### src/rtl/mem_copy_pkg.sv
// mem_copy_pkg: shared types and constants for the mem_copy_master block.
package mem_copy_pkg;

  localparam int unsigned WORD_BYTES = 4;
  localparam logic [3:0]  BE_ALL     = 4'hF;

  typedef enum logic [2:0] {
    ST_IDLE    = 3'd0,
    ST_RD_REQ  = 3'd1,
    ST_RD_WAIT = 3'd2,
    ST_WR_REQ  = 3'd3,
    ST_WR_WAIT = 3'd4,
    ST_FIN     = 3'd5
  } mem_copy_state_e;

  // Clear the byte-offset bits of a byte address.
  function automatic logic [31:0] word_align(input logic [31:0] a);
    return a & ~32'(WORD_BYTES - 1);
  endfunction

endpackage

### src/rtl/mem_copy_wdog.sv
// mem_copy_wdog: loadable down-counter that flags a stalled bus phase.
// Reloads while cleared or disabled; o_expire fires on the WDOG_CYCLES-th
// enabled cycle. WDOG_CYCLES == 0 disables the watchdog entirely.
module mem_copy_wdog #(
  parameter int unsigned WDOG_CYCLES = 256
) (
  input  logic i_clk,
  input  logic i_rst_n,
  input  logic i_clr,
  input  logic i_en,
  output logic o_expire
);

  localparam int unsigned CW = (WDOG_CYCLES < 2) ? 1 : $clog2(WDOG_CYCLES + 1);

  logic [CW-1:0] r_cnt;

  // Count down the cycles spent in one phase; reload on every phase change.
  always_ff @(posedge i_clk or negedge i_rst_n) begin
    if (!i_rst_n) begin
      r_cnt <= '0;
    end else if (i_clr || !i_en) begin
      r_cnt <= CW'(WDOG_CYCLES);
    end else if (r_cnt != '0) begin
      r_cnt <= r_cnt - CW'(1);
    end
  end

  assign o_expire = (WDOG_CYCLES != 0) && i_en && (r_cnt == CW'(1));

endmodule

### src/rtl/mem_copy_master.sv
// mem_copy_master: single-outstanding req/gnt/rvalid initiator that copies
// len_i words from src to dst. Optional MEM_COPY_FILL_EN adds a fill mode
// (write fill_data_i to every destination word, no reads).
// Handshake: a request is held (req, addr, we, wdata stable) until gnt is
// sampled high; its response is the first rvalid seen in the matching WAIT
// state, and rvalid anywhere else is ignored.
module mem_copy_master
  import mem_copy_pkg::*;
#(
  parameter int unsigned LEN_WIDTH   = 16,
  parameter int unsigned WDOG_CYCLES = 256
) (
  input  logic                 clk_i,
  input  logic                 rst_ni,
  input  logic                 start_i,
  input  logic [31:0]          src_addr_i,
  input  logic [31:0]          dst_addr_i,
  input  logic [LEN_WIDTH-1:0] len_i,
`ifdef MEM_COPY_FILL_EN
  input  logic                 fill_i,
  input  logic [31:0]          fill_data_i,
`endif
  output logic                 busy_o,
  output logic                 done_o,
  output logic                 err_o,
  output logic                 port_req_o,
  input  logic                 port_gnt_i,
  input  logic                 port_rvalid_i,
  output logic [31:0]          port_addr_o,
  output logic                 port_we_o,
  output logic [3:0]           port_be_o,
  output logic [31:0]          port_wdata_o,
  input  logic [31:0]          port_rdata_i,
  input  logic                 port_err_i,
  output mem_copy_state_e      dbg_state_o
);

  mem_copy_state_e      r_state, w_state_next;
  logic [31:0]          r_src, r_dst, r_data;
  logic [LEN_WIDTH-1:0] r_remaining;
  logic                 r_err, r_done;
  logic                 w_accept, w_abort, w_wdog_en, w_wdog_expire;
  logic                 w_fill_mode, w_start_fill;

`ifdef MEM_COPY_FILL_EN
  logic r_fill;
  assign w_fill_mode  = r_fill;
  assign w_start_fill = fill_i;
`else
  assign w_fill_mode  = 1'b0;
  assign w_start_fill = 1'b0;
`endif

  assign w_accept  = (r_state == ST_IDLE) && start_i;
  assign w_wdog_en = (r_state == ST_RD_REQ) || (r_state == ST_RD_WAIT) ||
                     (r_state == ST_WR_REQ) || (r_state == ST_WR_WAIT);

  mem_copy_wdog #(.WDOG_CYCLES(WDOG_CYCLES)) u_wdog (
    .i_clk    (clk_i),
    .i_rst_n  (rst_ni),
    .i_clr    (w_state_next != r_state),
    .i_en     (w_wdog_en),
    .o_expire (w_wdog_expire)
  );

  // State register.
  always_ff @(posedge clk_i or negedge rst_ni) begin
    if (!rst_ni) r_state <= ST_IDLE;
    else         r_state <= w_state_next;
  end

  // Next state; a bus event in the expiry cycle wins over the watchdog.
  always_comb begin
    w_state_next = r_state;
    w_abort      = 1'b0;
    case (r_state)
      ST_IDLE: begin
        if (start_i) begin
          if (len_i == '0)       w_state_next = ST_FIN;
          else if (w_start_fill) w_state_next = ST_WR_REQ;
          else                   w_state_next = ST_RD_REQ;
        end
      end
      ST_RD_REQ, ST_WR_REQ: begin
        if (port_gnt_i)
          w_state_next = (r_state == ST_RD_REQ) ? ST_RD_WAIT : ST_WR_WAIT;
        else if (w_wdog_expire) begin
          w_state_next = ST_FIN;
          w_abort      = 1'b1;
        end
      end
      ST_RD_WAIT, ST_WR_WAIT: begin
        if (port_rvalid_i) begin
          if (port_err_i) begin
            w_state_next = ST_FIN;
            w_abort      = 1'b1;
          end else if (r_state == ST_RD_WAIT) begin
            w_state_next = ST_WR_REQ;
          end else if (r_remaining == LEN_WIDTH'(1)) begin
            w_state_next = ST_FIN;
          end else begin
            w_state_next = w_fill_mode ? ST_WR_REQ : ST_RD_REQ;
          end
        end else if (w_wdog_expire) begin
          w_state_next = ST_FIN;
          w_abort      = 1'b1;
        end
      end
      ST_FIN:  w_state_next = ST_IDLE;
      default: w_state_next = ST_IDLE;
    endcase
  end

  // Datapath: latch the job at start, capture read data, advance per word.
  always_ff @(posedge clk_i or negedge rst_ni) begin
    if (!rst_ni) begin
      r_src       <= '0;
      r_dst       <= '0;
      r_data      <= '0;
      r_remaining <= '0;
      r_err       <= 1'b0;
      r_done      <= 1'b0;
`ifdef MEM_COPY_FILL_EN
      r_fill      <= 1'b0;
`endif
    end else begin
      r_done <= (r_state == ST_FIN);
      if (w_accept) begin
        r_src       <= word_align(src_addr_i);
        r_dst       <= word_align(dst_addr_i);
        r_remaining <= len_i;
        r_err       <= 1'b0;
`ifdef MEM_COPY_FILL_EN
        r_fill      <= fill_i;
        r_data      <= fill_data_i;
`endif
      end else if (w_abort) begin
        r_err <= 1'b1;
      end else if (port_rvalid_i && (r_state == ST_RD_WAIT)) begin
        r_data <= port_rdata_i;
      end else if (port_rvalid_i && (r_state == ST_WR_WAIT)) begin
        r_src       <= r_src + 32'(WORD_BYTES);
        r_dst       <= r_dst + 32'(WORD_BYTES);
        r_remaining <= r_remaining - LEN_WIDTH'(1);
      end
    end
  end

  assign port_req_o   = (r_state == ST_RD_REQ) || (r_state == ST_WR_REQ);
  assign port_we_o    = (r_state == ST_WR_REQ);
  assign port_addr_o  = (r_state == ST_RD_REQ) ? r_src :
                        (r_state == ST_WR_REQ) ? r_dst : 32'h0;
  assign port_be_o    = BE_ALL;
  assign port_wdata_o = r_data;
  assign busy_o       = w_wdog_en;
  assign done_o       = r_done;
  assign err_o        = r_err;
  assign dbg_state_o  = r_state;

endmodule

### config.mk
export PLATFORM = sky130hd
export DESIGN_NAME = mem_copy_master
export DESIGN_NICKNAME = d
export VERILOG_FILES = /design/src/rtl/mem_copy_pkg.sv /design/src/rtl/mem_copy_wdog.sv /design/src/rtl/mem_copy_master.sv
export SDC_FILE = /design/constraint.sdc
export NUM_CORES = 1
export LEC_CHECK = 0
export ABC_AREA = 1
export CORE_ASPECT_RATIO = 2
export CORE_MARGIN = 3
export CORE_UTILIZATION = 51
export CTS_CLUSTER_DIAMETER = 30
export DETAILED_ROUTE_END_ITERATION = 16
export PLACE_DENSITY = 0.82
export SYNTH_ARGS = -nofsm -noshare
export SYNTH_HDL_FRONTEND = slang
export SYNTH_HIERARCHICAL = 1
export SYNTH_SLANG_ARGS = --single-unit
### constraint.sdc
create_clock -name clk_i -period 2.97 [get_ports clk_i]
set_input_delay 0.594 -clock clk_i [delete_from_list [all_inputs] [get_ports clk_i]]
set_output_delay 0.594 -clock clk_i [all_outputs]
set_load 0.03 [all_outputs]
# Word level (Yosys, flattened, before mapping)
# Index checks and enable logic that the tools add are counted.
# totals
reg_bits	126
output_inout_bits	76
in_bits	118
# op_classes
n_addsub	4
reduce_logical	20
n_eq_ne	10
n_mux	33
n_bitwise	2
# ops
cell	count
$mux W32	10
$add A32 B3 Y32 const B	2
$mux W16	4
$mux W3	9
$mux W9	2
$eq A16 B1 Y1 const B	1
$logic_not A16 Y1	1
$sub A16 B1 Y16 const B	1
$eq A9 B1 Y1 const B	1
$pmux W3 S3	1
$reduce_bool A9 Y1	1
$sub A9 B1 Y9 const B	1
$eq A3 B2 Y1 const B	2
$eq A3 B3 Y1 const B	2
$mux W1	6
$reduce_and A3 Y1	2
$reduce_bool A2 Y1	3
$logic_or A1 B1 Y1	5
$logic_and A1 B1 Y1	4
$ne A2 B2 Y1 const B	2
$reduce_or A2 Y1	2
$eq A3 B1 Y1 const B	1
$logic_not A3 Y1	1
$ne A3 B3 Y1	1
other kinds (3)	4

# Logic depth before layout (Yosys ltp)
# Gate-level depths: netlist of the first run.
# logic_depth
depth_word	11
ltp_mapped	21
mapped_depth_nobuf	20

# Hierarchy
# The synthesis of the first run kept the hierarchy.
# modules_own_cells
mod	area_per_inst_um2	n_inst	cells_each	seq_area_each_um2
mem_copy_master	7607.3	1	1245	2827.7
mem_copy_wdog	574.3	1	70	225.2

# Worst setup path before layout of the first run
# OpenSTA, ideal clock, no wires.
# synth_path
path_kind	reg-to-reg
start	register r_state[1] (netlist: dbg_state_o[1])
end	register u_wdog.r_cnt[5]
arrival_ns	2.558
path_stages_with_launch	20
slack_ns	0.294
required_ns	2.852
setup_time_ns	0.118
cell_sequence	dfrtp_1 -> buf_2 -> nor2_2 -> nand2_1 -> nand2_1 -> inv_1 -> nand2_1 -> nand3_1 -> nor2_1 -> inv_1 -> nand2_1 -> nor2_1 -> nor2_1 -> nand2_1 -> nand3_1 -> nand3_1 -> nor2_4 -> inv_6 -> nor2_8 -> nor2_1
# synth_via
elab_chain_cells	11
# synth_lines
element	line	source
start, declared	mem_copy_master.sv:38	mem_copy_state_e r_state, w_state_next;
start signal, assigned	mem_copy_master.sv:69	else r_state <= w_state_next;
$eq A3 B1 Y1 or $eq A3 B2 Y1 (tied branches)	mem_copy_master.sv:55	assign w_wdog_en = (r_state == ST_RD_REQ) || (r_state == ST_RD_WAIT) ||
$logic_or A1 B1 Y1 (2 in a row)	mem_copy_master.sv:55	
$logic_or A1 B1 Y1 *	mem_copy_master.sv:56	(r_state == ST_WR_REQ) || (r_state == ST_WR_WAIT);
net busy_o	mem_copy_master.sv:23	output logic busy_o,
$logic_and A1 B1 Y1 *	mem_copy_wdog.sv:29	assign o_expire = (WDOG_CYCLES != 0) && i_en && (r_cnt == CW'(1));
net w_wdog_expire	mem_copy_master.sv:42	logic w_accept, w_abort, w_wdog_en, w_wdog_expire;
$mux W3 *	mem_copy_master.sv:87, mem_copy_master.sv:104	
$mux W3 (on tied branches)	mem_copy_master.sv:93, mem_copy_master.sv:85	
$pmux W3 S3 *	mem_copy_master.sv:76	case (r_state)
$ne A3 B3 Y1 *	mem_copy_master.sv:61	.i_clr (w_state_next != r_state),
$logic_or A1 B1 Y1 *	mem_copy_wdog.sv:22	end else if (i_clr || !i_en) begin
$mux W9 or $reduce_bool A2 Y1 (tied branches)	--	
end signal, assigned	mem_copy_wdog.sv:23	r_cnt <= CW'(WDOG_CYCLES);
end signal, assigned	mem_copy_wdog.sv:25	r_cnt <= r_cnt - CW'(1);
end, declared	mem_copy_wdog.sv:16	logic [CW-1:0] r_cnt;
# Mark *: on every way through the listed nets, which the timed path passes. The rest lies on a longest branch.
# A chain may end at the register's enable or synchronous reset.

# Final worst setup path of the first run
# layout_path
start	register r_state[0] (netlist: dbg_state_o[0])
end	output port busy_o
# layout_via
elab_chain_cells	4
# layout_lines
element	line
$eq A3 B1 Y1 or $eq A3 B2 Y1 (tied branches)	mem_copy_master.sv:55
$logic_or A1 B1 Y1 (2 in a row)	mem_copy_master.sv:55
$logic_or A1 B1 Y1 *	mem_copy_master.sv:56
end, declared	mem_copy_master.sv:23
# Mark *: on every way between the ends. The rest lies on a longest branch, timed or not.

==> results of run 1 <==
## registers in the layout, summed over array words and instances (netlist names)
| register | flops |
|---|---|
| err_o | 1 |
| u_wdog/r_cnt | 9 |
| port_wdata_o | 32 |
| r_dst | 30 |
| dbg_state_o | 3 |
| r_src | 30 |
| done_o | 1 |
| r_remaining | 16 |
## report_power, final
group	leakage, nW	internal, W	switching [W]	total (W)
sequential	1.54	0.00241	0.000786	0.00320
combinational	3.35	0.00225	0.00417	0.00643
clock	0.290	0.00128	0.000850	0.00213
total	5.18	0.00595	0.00581	0.0118
## per-stage QoR
stage / hold slack [ns] / worst slack, ns / utilization / cell area, µm²
after floorplan: 0.298 / 0.294 / - / 8200
after global placement: 0.453 / 0.422 / 0.650 / 10100
after detailed placement: 0.457 / 0.366 / 0.650 / 10100
after CTS: 0.116 / 0.171 / 0.689 / 10700
after global routing: 0.128 / 0.0439 / 0.690 / 10700
final: 0.114 / 0.183 / 0.690 / 10700
## cell type report
cell class	instances	area (µm²)	share of cell area
flip-flops and latches	122	3050	0.285
well taps	198	248	0.0231
inverters	113	429	0.0400
multi-input cells	1033	4460	0.416
clock buffers	18	439	0.0410
clock inverters	14	161	0.0151
repair buffers	198	1930	0.180
## worst register-to-register path: stages, from the launching register on
cell,delay [ns]
dfrtp_1,0.49
nor2_2,0.11
nand2_1,0.09
nand2_1,0.10
inv_1,0.09
nand2_1,0.08
nand3_1,0.09
nor2_1,0.06
inv_1,0.07
nand2_1,0.09
o21ai_0,0.29
nand3_1,0.12
nand2_1,0.07
nand2_1,0.04
inv_1,0.07
nand3_1,0.12
nor2_4,0.12
buf_12,0.14
inv_6,0.04
nor2_8,0.13
nand2_1,0.06
nand2_1,0.05
## worst max-delay path by stage
stage / start / endpoint / slack [ns] / depth (start not counted)
2_1_floorplan: dbg_state_o[1]$_DFF_PN0_ / u_wdog/r_cnt[5]$_DFFE_PN0P_ / 0.29 / 19
3_3_place_gp: dbg_state_o[0]$_DFF_PN0_ / u_wdog/r_cnt[0]$_DFFE_PN0P_ / 0.42 / 20
3_5_place_dp: dbg_state_o[0]$_DFF_PN0_ / u_wdog/r_cnt[1]$_DFFE_PN0P_ / 0.37 / 20
4_1_cts: dbg_state_o[0]$_DFF_PN0_ / busy_o / 0.17 / 6
5_1_grt: dbg_state_o[0]$_DFF_PN0_ / busy_o / 0.04 / 6
6_report: dbg_state_o[0]$_DFF_PN0_ / busy_o / 0.18 / 6
## cells in the final DEF, fill, tap and decap left out, drive strengths merged
master         synthesis  routed
nand4                  5       5
nand3                107     107
nor2                 234     234
dfrtp                122     122
clkbuf                23      18
clkinv                 0       5
a21oi                  8       8
inv                  113     118
xnor2                  2       2
o22ai                 30      30
nor3                   3       3
clkdlybuf4s50          0     152
nand3b                 2       2
o21bai                 1       1
o211ai                 8       8
ha                     6       6
bufinv                 0       2
a31oi                  4       4
clkinvlp               0       2
conb                   2       6
o21ai                 66      66
nand2                533     533
or2                    9       9
buf                   28      46
xor2                   9       9
## synthesized netlist by cell type, drive strengths merged
| cell type | n |
|---|---|
| conb | 2 |
| nor2 | 234 |
| nand3 | 107 |
| buf | 28 |
| nand2 | 533 |
| inv | 113 |
| nand4 | 5 |
| xor2 | 9 |
| a21oi | 8 |
| nor3 | 3 |
| o22ai | 30 |
| xnor2 | 2 |
| dfrtp | 122 |
| o21ai | 66 |
| or2 | 9 |
| ha | 6 |
| nand3b | 2 |
| o21bai | 1 |
| o211ai | 8 |
| a31oi | 4 |
| clkbuf | 23 |
## cells by family (layout without fill, tap and decap cells)
family / after synthesis / count (layout)
flip-flops: 122 / 122
AND/OR/NAND/NOR: 893 / 893
AO/OA/AOI/OAI: 117 / 117
other: 2 / 6
adder cells (fa/ha/maj): 6 / 6
buffers and inverters: 164 / 343
XOR/XNOR: 11 / 11
## layer usage
layer / vias up / GRT usage
met5: - / 0
met2: 381 / 0.537
met3: 117 / 0.0626
met4: 0 / 0.242
met1: 4074 / 0.329
li1: 4450 / -
## repair_timing
item / CTS / global route
hold buffers: 0 / 0
gates resized for setup: 0 / 1
buffers inserted: 0 / 1
endpoints found under the setup margin: 0 / 6
==> impl_results.md, run 1 <==
* Status: complete, no violations
* Reg2Reg Depth at 21
* Area contributors post-synth: dfrtp_1 (37%), nand2_1 (24%), nor2_1 (10%), nand3_1 (6.5%), inv_1 (5.0%)
* Die outline width at 95.6 µm
* Gr usage total at 0.315
* Routed length on met3 at 1750 µm
* Residual DRC at 0
* Final worst path period need at 2.79 ns
* Layout Skew at 0.00977 ns
* Largest family of logic cells by synthesized area: simple AND/OR/NAND/NOR gates
* Simple-gate area share of the yosys netlist at 0.441
* Routed WL at 26700 µm
* WP buf/inv at 2
* Layout area overhead at 31.0%
* Non-filler cells in the finished layout at 1696
* CP Launch Type: register
* Period utilization at 0.938
* IO Pins at 194
* Met1 WL at 9260 µm
* Port Buf Inserts at 183
* Final ANT Viol Nets at 0
* Number of global-route vias before repair at 8766
* Antenna fix cells at 0
* Worst VDD drop at 0.726 mV
* Mapped Area at 8180 µm²
* Starting Density at 0.527
* Final setup viols at 0
* Fmax at 359 MHz
* Routability cong. at 0.972
* Largest net degree at the start of global routing at 84
* DR vias/cell at 5.32
* Syn_area_per_cell at 6.22 µm²
* Synthesized flop and latch total at 122
* Final Max Slew Viols at 0
* Skew-Pair Late Insertion Delay at 0.42 ns
* RSZ-0062 raised after global routing: no
* Setup tns final at 0 ns
* Die ar. at 17700 µm²
* Final #Nets at 1609
* Maximum clock path buffer count at 2
* Met2 wire len at 13500 µm
* First-pass GRT wire length at 42700 µm
* DR WL/cell at 15.8 µm
* Clk sink count at 122
* Crit path kind: reg -> out
* Register area share after synthesis at 0.373
* Most used cell, CP: nand2_1
* Reg-to-reg setup timing slack at 0.38 ns
* CP required at 2.38 ns
* H-tree depth at 4
* Critical R2R Launch: dbg_state_o[0]$_DFF_PN0_
* R2r endpoint: u_wdog/r_cnt[1]$_DFFE_PN0P_
* Placed Cells at 1663
* Complex-gate fraction of the synthesized area at 0.0795
* Layout fillers at 1379
* Crit path max-delay family: buffers and inverters
* WP data arrival at 2.19 ns
* Core area at 15500 µm²
* Crit path max fanout at 8
* Power Density at 1100 nW/µm²
* Adder-cell area share of the yosys netlist at 0.00918
* Instance count of the mapped netlist at 1315
* 1st-iter DRT viols at 476
* Root Driver: clkbuf_16
* Max Cap Viol at 0
* Layout cells sized above 1 at 0.0708
* CTS tree: yes
* Routed via count at 9022
* Initial antenna violation count at 0
* XOR/XNOR share of the synthesized area at 0.0118
* Final Hold Vio Count at 0
* Max incr delay on CP at 0.70 ns
* Leakage Power at 5.18 nW
* Die height at 185 µm
* Post-synthesis mux area share at 0
* Top cell type's share of synthesized area at 0.373
* Clk slew on worst S/H paths at 0.06 ns
* Ys Warns at 6
* Critical-path top delay cell: clkdlybuf4s50_1
* Hold crit path type: in -> async
* Cell variety after synth at 32
* Overall power at 0.0118 W
* CP endpoint kind: output pin
* CTS buffer count at 17
* First-pass DRT Iterations at 5
* Grt ovf at 0
* Post-synth top area cell: dfrtp_1
* CP Cell Sequence: nor2_2, nand2_1, nand2_1, inv_1, nand2_1, clkdlybuf4s50_1
* HPWL reported at the end of detailed placement at 20200 µm
* Max layer used: met4
* Row count at 64
Note: power is estimated with default switching activity, not from simulation.
==> run 2, diff against run 1 <==
--- a/config.mk
+++ b/config.mk
@@ -7,7 +7,7 @@
 export LEC_CHECK = 0
 export ABC_AREA = 1
 export CORE_ASPECT_RATIO = 2
-export CORE_MARGIN = 3
+export CORE_MARGIN = 5
 export CORE_UTILIZATION = 51
 export CTS_CLUSTER_DIAMETER = 30
 export DETAILED_ROUTE_END_ITERATION = 16
==> constraint.sdc (replaced) <==
create_clock -name clk_i -period 2.57 [get_ports clk_i]
set_input_delay 0.514 -clock clk_i [delete_from_list [all_inputs] [get_ports clk_i]]
set_output_delay 0.514 -clock clk_i [all_outputs]
set_load 0.03 [all_outputs]
==> run 2 against run 1 <==
  * Total power is 17% higher
  * Final cell count rose by 0.88%
  * Core utilization down 0.20 points
  * Register-to-register slack lost 0.19 ns
  * Clock skew fell by 0.0018 ns
  * Critical path depth unchanged
  * Setup slack worse by 0.14 ns
  * Die area is 6.4% higher
  * Combinational power is 19% higher
==> impl_results.md, run 2 (same netlist as run 1, synthesis figures left out) <==
* Die ar. at 18800 µm² (+6.4%)
* DR WL/cell at 16.0 µm (+1.6%)
* CTS buffer count at 17 (unchanged)
* Crit path max fanout at 30 (+22)
* Antenna fix cells at 0 (unchanged)
* Largest register FFs at 32 (unchanged)
* CTS Hold Bufs at 0 (unchanged)
* Final ANT Viol Nets at 0 (unchanged)
* Die height at 189 µm (+2.2%)
* Final setup viols at 0 (unchanged)
* Finished Core Util at 0.688 (-0.00197)
* Status: complete, no violations
* Crit path max-delay family: buffers and inverters
* Reg-to-reg setup timing slack at 0.19 ns (-0.19 ns)
* Met2 wire len at 14300 µm (+5.9%)
* Most common cell after layout, fill and taps aside: nand2_1
* DR vias/cell at 5.30 (-0.37%)
* First-pass GRT wire length at 43800 µm (+2.7%)
* Clk slew on worst S/H paths at 0.06 ns (about the same)
* Period utilization at 0.981
* HPWL reported at the end of detailed placement at 21100 µm (+4.1%)
* CP required at 2.06 ns (-0.32 ns)
* RSZ-0062 raised after global routing: no
* CP endpoint kind: output pin
* Clk sink count at 122 (unchanged)
* Setup tns final at 0 ns (unchanged)
* Setup ws final at 0.0480 ns (-0.135 ns)
* Worst Tran Pin Value at 0.627 ns
* Largest net degree at the start of global routing at 72 (-14%)
* First-pass DRT Iterations at 7 (+2)
* Port Buf Inserts at 183 (unchanged)
* Max incr delay on CP at 0.46 ns (-0.24 ns)
* CP Cell Sequence: buf_4, inv_2, nand3_1, buf_4, o22ai_1, buf_4
* Final Hold Vio Count at 0 (unchanged)
* Row count at 65 (+1.6%)
* WP buf/inv at 4 (+2)
* Overall power at 0.0138 W (+17%)
* Routed via count at 9068 (+0.51%)
* Layout area overhead at 32.7%
* Hold crit path type: in -> async
* Routed length on met3 at 2010 µm (+15%)
* Max layer used: met4
* CP Launch Type: register
* Number of global-route vias before repair at 8898 (+1.5%)
* Starting Density at 0.519 (-0.00810)
* Final #Nets at 1621 (+0.75%)
* Met1 WL at 9340 µm (+0.83%)
* Routed WL at 27400 µm (+2.5%)
* Min Hold Slack at 0.102 ns (-0.0125 ns)
* Grt ovf at 0 (unchanged)
* Layout Skew at 0.00800 ns (-0.00178 ns)
* Commonest cells after routing, fill and taps aside: nand2_1 (527), nor2_1 (223), clkdlybuf4s50_1 (149)
* Die outline width at 99.6 µm (+4.2%)
* Critical-path top delay cell: dfrtp_2
* Skew-Pair Late Insertion Delay at 0.42 ns (about the same)
* Final worst path period need at 2.52 ns
* WP data arrival at 2.01 ns (-0.18 ns)
* Crit path kind: reg -> out
* Place WS at -0.0366 ns (-0.403 ns)
* Worst VDD drop at 0.755 mV (+4.0%)
* 1st-iter DRT viols at 534 (+12%)
* Core area at 15800 µm² (+1.6%)
* Max-slew headroom at 0.582
* IO Pins at 194 (unchanged)
* Leakage Power at 5.25 nW (+1.4%)
* Gr usage total at 0.295 (-0.0193)
* Residual DRC at 0 (unchanged)
* H-tree depth at 4 (unchanged)
* Initial antenna violation count at 0 (unchanged)
* Routability cong. at 0.990 (+1.9%)
* CTS tree: yes
* Final Max Slew Viols at 0 (unchanged)
* Maximum clock path buffer count at 2 (unchanged)
* Most used cell, CP: buf_4
* Layout cells sized above 1 at 0.0801 (+0.00937)
* Power Density at 1270 nW/µm² (+16%)
* Root Driver: clkbuf_16
* Fmax at 397 MHz
* Max Cap Viol at 0 (unchanged)
[run 2: metrics by stage]
| stage | instances | area [µm²] |
|---|---|---|
| final | 1711 | 10900 |
| after global routing | 1711 | 10900 |
| after detailed placement | 1673 | 10200 |
| after global placement | 1673 | 10200 |
| after CTS | 1705 | 10800 |
| after floorplan | 1319 | 8200 |
[run 2: area by class of cell]
class                   count  area [µm²]
clock buffers              21         460
fillers                  1424        4920
well taps                 201         251
flip-flops and latches    122        3050
multi-input cells        1033        4470
inverters                 113         429
clock inverters            11         121
repair buffers            210        2070
[run 2: worst paths after layout]
kind                                              start                           end  cells after the start
max                            dbg_state_o[2]$_DFF_PN0_               port_addr_o[19]                      6
min                                              rst_ni  port_wdata_o[18]$_DFFE_PN0P_                      1
max reg2reg                    dbg_state_o[2]$_DFF_PN0_   u_wdog/r_cnt[6]$_DFFE_PN0P_                     18
min reg2reg                port_wdata_o[22]$_DFFE_PN0P_  port_wdata_o[22]$_DFFE_PN0P_                      2
max in group asynchronous                        rst_ni          r_src[9]$_DFFE_PN0P_                      2
min in group clk_i         port_wdata_o[22]$_DFFE_PN0P_  port_wdata_o[22]$_DFFE_PN0P_                      2
[run 2: routing by layer]
layer | GRT usage | vias to the layer above
met2 | 0.526 | 377
li1 | - | 4476
met4 | 0.188 | 0
met5 | 0 | -
met1 | 0.305 | 4122
met3 | 0.0664 | 93
[run 2: what timing repair did]
item / in CTS / in global routing
resized for setup: 1 / 8
setup buffers: 0 / 6
pin swaps: 0 / 1
setup endpoints to repair: 1 / 22
[run 2: power breakdown]
part | total (W) | switching, W | internal, W
clock network | 0.00239 | 0.000913 | 0.00147
registers | 0.00373 | 0.000937 | 0.00279
logic | 0.00765 | 0.00488 | 0.00277
total | 0.0138 | 0.00673 | 0.00704
==> variant 1: new RTL, flow settings as in run 1 <==
Make the reset (`i_rst_n` and `rst_ni`) synchronous in 3 clocked blocks.
--- a/src/rtl/mem_copy_wdog.sv
+++ b/src/rtl/mem_copy_wdog.sv
@@ -18,3 +18,3 @@
   // Count down the cycles spent in one phase; reload on every phase change.
-  always_ff @(posedge i_clk or negedge i_rst_n) begin
+  always_ff @(posedge i_clk) begin
     if (!i_rst_n) begin
--- a/src/rtl/mem_copy_master.sv
+++ b/src/rtl/mem_copy_master.sv
@@ -66,3 +66,3 @@
   // State register.
-  always_ff @(posedge clk_i or negedge rst_ni) begin
+  always_ff @(posedge clk_i) begin
     if (!rst_ni) r_state <= ST_IDLE;
@@ -114,3 +114,3 @@
   // Datapath: latch the job at start, capture read data, advance per word.
-  always_ff @(posedge clk_i or negedge rst_ni) begin
+  always_ff @(posedge clk_i) begin
     if (!rst_ni) begin
Behaviour: differs if rst_ni is asserted again (counterexample within 4 cycles, from zero or initial values and one cycle with rst_ni low); with rst_ni held inactive, the same outputs for 4 cycles.
==> variant 1 against run 1 <==
  * Synthesized area is 4.1% lower
  * Wire length increased by 4.2%
  * Via count increased by 4.0%
  * Global-route usage rose by 0.94 points
  * Synthesized cell count is 3.5% higher
  * Setup slack gained 65 ps
  * Non-clock buffer count increased by 3
  * Sequential cell count stayed put
  * Design area fell by 2.9%
  * Highest routed layer unchanged
Power is not compared: it rests on default switching activity, and its combinational part moved more than twofold at a synthesized area within 25%.
==> variant 1: results (changes against run 1) <==
----------------------------------------------------
[Run status]
  Result of the run ... complete, no violations

[Synth]
  Main flop type after synthesis ... sky130_fd_sc_hd__dfxtp_1
  Adder-cell area share of the yosys netlist ... 0.956% (+0.039 points)
  Compound-gate portion of the synthesized area ... 15.7% (+7.8 points)
  Seq/Total Area, Yosys ... 31.1% (-6.2 points)
  Avg Inst Size Synth ... 5.77 um^2 (-7.3%)
  Synth cell types ... 37 (+16%)
  Share of flip-flops with an asynchronous set or reset after synthesis ... 0% (-100 points)
  Leading post-synthesis cells by cell area ... sky130_fd_sc_hd__dfxtp_1 (31%), sky130_fd_sc_hd__nand2_1 (18%), sky130_fd_sc_hd__nor2_1 (14%)
  Commonest cells in the synthesized netlist ... sky130_fd_sc_hd__nand2_1 (375), sky130_fd_sc_hd__nor2_1 (300), sky130_fd_sc_hd__dfxtp_1 (122)

[Setup path]
  Worst Path Arrival ... 2130 ps (-60 ps)
  Worst r2r src ... dbg_state_o[0]
  Maximum net fanout on the critical path ... 28 (+20)
  Setup slack, reg-to-reg ... 330 ps (-50 ps)

[Detailed routing]
  Mean routed wirelength per cell ... 16.1 um (+2.1%)
  Iteration-0 DRC Markers ... 577 (+21%)
  Via total after detailed routing ... 9,386 (+4.0%)
  WL final ... 27.9 mm (+4.2%)

[Final layout]
  Number of fill cells in the layout ... 1,398 (+1.4%)
  Share of post-route cells with drive strength above 1 ... 5.86% (-1.2 points)

[Timing]
  Fin Hold WS ... 487 ps (+373 ps)

[Placement]
  Number of cells after detailed placement ... 1,699 (+2.2%)
  Post-DP HPWL ... 21.0 mm (+3.8%)
  Placement Cell Area ... 9800 um^2 (-3.0%)

[Global route]
  Maximum number of pins on one net before global-route repair ... 60 (-29%)
  GRT Overall Usage ... 32.4% (+0.94 points)
  Via count of the first global-routing pass ... 8,920 (+1.8%)
  Wire length of the first global-routing pass ... 43.8 mm (+2.6%)

[Worst hold path]
  Worst min-delay path category ... register to register

----------------------------------------------------
[variant 1: cell count changes after synthesis, moves of 8 or more]
cell and change:
sky130_fd_sc_hd__o21ai_0 +39, sky130_fd_sc_hd__nand2_1 -154, sky130_fd_sc_hd__or2_2 -8, sky130_fd_sc_hd__dfrtp_1 -122, sky130_fd_sc_hd__dfxtp_1 +122, sky130_fd_sc_hd__inv_1 +10
sky130_fd_sc_hd__a21oi_1 +79, sky130_fd_sc_hd__nor2_1 +75
[variant 1: kinds of logic after synthesis]
logic type,after synthesis
XOR/XNOR,5
other,2
adder cells (fa/ha/maj),6
AO/OA/AOI/OAI,234
AND/OR/NAND/NOR,808
flip-flops,122
buffers and inverters,184
[variant 1: how the worst max path moves through the flow]
stage,from,endpoint,slack [ps],cells past startpoint
3_3_place_gp,len_i[0],u_wdog/r_cnt[0],400,14
6_report,dbg_state_o[2],port_addr_o[13],250,6
2_1_floorplan,dbg_state_o[0],port_addr_o[10],160,5
5_1_grt,dbg_state_o[1],u_wdog/r_cnt[1],50,17
4_1_cts,dbg_state_o[2],port_addr_o[11],10,6
3_5_place_dp,len_i[0],u_wdog/r_cnt[0],410,14
[variant 1: metal layers]
layer | track usage (%) | up-vias | share of wire (%)
met1 | 33.3 | 4199 | 36
met2 | 57.7 | 415 | 50
met4 | 20.9 | 0 | 6.8
li1 | - | 4676 | -
met5 | 0 | - | 0
met3 | 6.76 | 96 | 6.8
[variant 1: area by class of cell]
class                   count  area (um^2)  share of cell area [%]
clock inverters            14          148                    1.42
inverters                 122          458                    4.40
flip-flops and latches    122         2440                    23.5
repair buffers            201         2010                    19.3
clock buffers              18          439                    4.22
well taps                 195          244                    2.34
multi-input cells        1059         4670                    44.8
[variant 1: timing repair]
| action | 4_1_cts | 5_1_grt |
|---|---|---|
| setup endpoints to repair | 1 | 9 |
| resized for setup | 1 | 9 |
| cloned | 0 | 0 |
| endpoints found under the hold margin | 0 | 0 |
| pin swaps | 0 | 0 |
[variant 1: worst max-delay path, cell delays in order, from the launching register on]
cell	delay, ps
sky130_fd_sc_hd__dfxtp_1	360
sky130_fd_sc_hd__inv_2	150
sky130_fd_sc_hd__nand2_1	130
sky130_fd_sc_hd__nor2_1	180
sky130_fd_sc_hd__inv_2	230
sky130_fd_sc_hd__o22ai_1	220
sky130_fd_sc_hd__dlygate4sd2_1	430
[variant 1: power by group]
| group | switching (mW) | internal, mW |
|---|---|---|
| clock network | 0.826 | 1.26 |
| registers | 0.189 | 1.79 |
| logic | 1.07 | 0.648 |
| total | 2.08 | 3.70 |
==> variant 2: new RTL, config.mk and constraints of run 1 <==
Without the edit above. `WDOG_CYCLES` is set to 256 in 2 places; all go to 128.
--- a/src/rtl/mem_copy_wdog.sv
+++ b/src/rtl/mem_copy_wdog.sv
@@ -4,3 +4,3 @@
 module mem_copy_wdog #(
-  parameter int unsigned WDOG_CYCLES = 256
+  parameter int unsigned WDOG_CYCLES = 128
 ) (
--- a/src/rtl/mem_copy_master.sv
+++ b/src/rtl/mem_copy_master.sv
@@ -10,3 +10,3 @@
   parameter int unsigned LEN_WIDTH   = 16,
-  parameter int unsigned WDOG_CYCLES = 256
+  parameter int unsigned WDOG_CYCLES = 128
 ) (
Behaviour: no difference found for any inputs over 4 cycles, from zero or initial values and one cycle with rst_ni low; that may be too few to reach the edited logic, so the function may still have changed.
==> variant 2 against run 1 <==
  * Global-route usage shrank 0.58 points
  * Critical path depth unchanged
  * Final cell count rose by 0.24%
  * Design area decreased by 0.20%
  * First-iteration DRC count rose by 28%
  * Count of clock-buffer cells in the layout grew 4
  * Setup slack better by 26 ps
  * Synthesized area decreased by 0.18%
  * Wire length down 0.89%
  * Sequential power is essentially flat
  * Power hardly changed
  * Register-to-register slack got worse by 60 ps
  * Sequential cell count shrank 1
  * Largest cell class unchanged
  * Highest routed layer unchanged
==> variant 2: results (changes against run 1) <==
----------------------------------------------------
[Pwr]
  Power drawn by the clock network ... 2.13 mW (about the same)
  Max IR drop VDD ... 733 uV (+0.99%)
  Leakage ... 5.19 nW (+0.36%)
  Total internal power ... 6.02 mW (+1.2%)
  Portion of total power attributed to combinational logic ... 54.8% (about the same)
  Final Total Pwr ... 11.8 mW (about the same)

[Synth]
  Main flop type after synthesis ... sky130_fd_sc_hd__dfrtp_1
  Share of flip-flops with an asynchronous set or reset after synthesis ... 100% (unchanged)
  Warning count from the yosys run ... 6 (unchanged)
  Leading post-synthesis cells by cell area ... sky130_fd_sc_hd__dfrtp_1 (37%), sky130_fd_sc_hd__nand2_1 (25%), sky130_fd_sc_hd__nor2_1 (11%)
  Seq/Total Area, Yosys ... 37.1% (-0.24 points)
  Commonest cells in the synthesized netlist ... sky130_fd_sc_hd__nand2_1 (534), sky130_fd_sc_hd__nor2_1 (229), sky130_fd_sc_hd__dfrtp_1 (121)
  Synth cell types ... 30 (-6.3%)

[Setup path]
  Critical Path Slowest Stage Cell ... sky130_fd_sc_hd__clkdlybuf4s50_1
  Worst Setup Path Type ... register to output port
  Worst R2R End ... u_wdog/r_cnt[6]
  Setup slack, reg-to-reg ... 320 ps (-60 ps)
  Worst r2r src ... dbg_state_o[0]
  Worst Path Arrival ... 2170 ps (-20 ps)
  R2R cell count ... 18 (-14%)
  Maximum net fanout on the critical path ... 4 (-4)

[Placement]
  Final weighted congestion of routability-driven global placement ... 0.958 (-1.5%)
  Post-DP HPWL ... 20.0 mm (-1.3%)

[Clock tree]
  Clock tree buffer depth ... 2 (unchanged)

[Detailed routing]
  Total length of routed met3 wires ... 1.84 mm (+5.1%)
  Routed vias/inst ... 5.30 (-0.31%)
  Post-route met1 wirelength ... 9.33 mm (+0.70%)
  Iteration-0 DRC Markers ... 611 (+28%)
  Mean routed wirelength per cell ... 15.6 um (-1.1%)
  Met2 layer wire length in the routed design ... 13.4 mm (-0.53%)

[Final layout]
  Final Net Count ... 1,615 (+0.37%)
  Share of post-route cells with drive strength above 1 ... 7.00% (-0.081 points)
  Number of fill cells in the layout ... 1,404 (+1.8%)

[Run status]
  Result of the run ... complete, no violations

[Timing]
  Clock Skews ... 11.3 ps (+1.53 ps)

[Global route]
  Global routing usage on met2 ... 54.6% (+0.88 points)
  Met3 track demand over resource ... 6.75% (+0.49 points)
  Grt met1 use ... 31.6% (-1.3 points)
  Initial antenna violation count ... 1 (+1)
  GRT Overall Usage ... 30.9% (-0.58 points)
  Via count of the first global-routing pass ... 8,767 (+0.011%)
  Maximum number of pins on one net before global-route repair ... 122 (+45%)
  Wire length of the first global-routing pass ... 41.9 mm (-1.8%)

----------------------------------------------------
variant 2: cell count changes in the layout (fill, tap and decap cells not counted), sizes merged, moves of 3 or more:
cell,change
clkbuf,+4
nand2,+4
o21ai,-4
inv,-3
nand3,+3
nor2,+3
variant 2: worst min path at each step:
stage / slack, ps / endpoint / startpoint / cells after the start
2_1_floorplan: 300 / dbg_state_o[0] / rst_ni / 0
3_3_place_gp: 450 / port_wdata_o[1] / port_wdata_o[1] / 2
3_5_place_dp: 460 / port_wdata_o[31] / port_wdata_o[31] / 2
4_1_cts: 300 / r_dst[25] / rst_ni / 2
5_1_grt: 290 / r_dst[25] / rst_ni / 2
6_report: 230 / r_dst[12] / rst_ni / 2
variant 2: final cells by class:
cell class,instances,area [um^2],area share (%)
multi-input combinational,1038,4470,41.8
sequential,121,3030,28.3
timing repair buffer,197,1920,18.0
clock buffer,22,474,4.43
inverter,115,432,4.03
tap,198,248,2.32
clock inverter,8,120,1.12
antenna,1,2.50,0.0234
variant 2: stage by stage:
stage	area (um^2)	cells	util [%]	setup slack, ps
2_1_floorplan	8180	1325	-	171
3_3_place_gp	10100	1669	65.0	257
3_5_place_dp	10100	1669	65.0	201
4_1_cts	10700	1699	68.8	183
5_1_grt	10700	1700	68.9	13.3
6_report	10700	1700	68.9	209
variant 2: kinds of logic (layout without fill, tap and decap cells):
logic type      count (synthesis)  in the layout  share of synthesized area [%]
compound gates                111            111                           7.57
simple gates                  904            904                           44.6
fa+ha+maj                       7              7                           1.07
flops                         121            121                           37.1
xor+xnor                       10             10                           1.07
buf+inv                       166            342                           8.49
other cells                     2              7                         0.0920
variant 2: timing repair:
action                                  CTS  global route
hold buffers                              0             0
endpoints found under the setup margin    0             6
gates resized for setup                   0             1
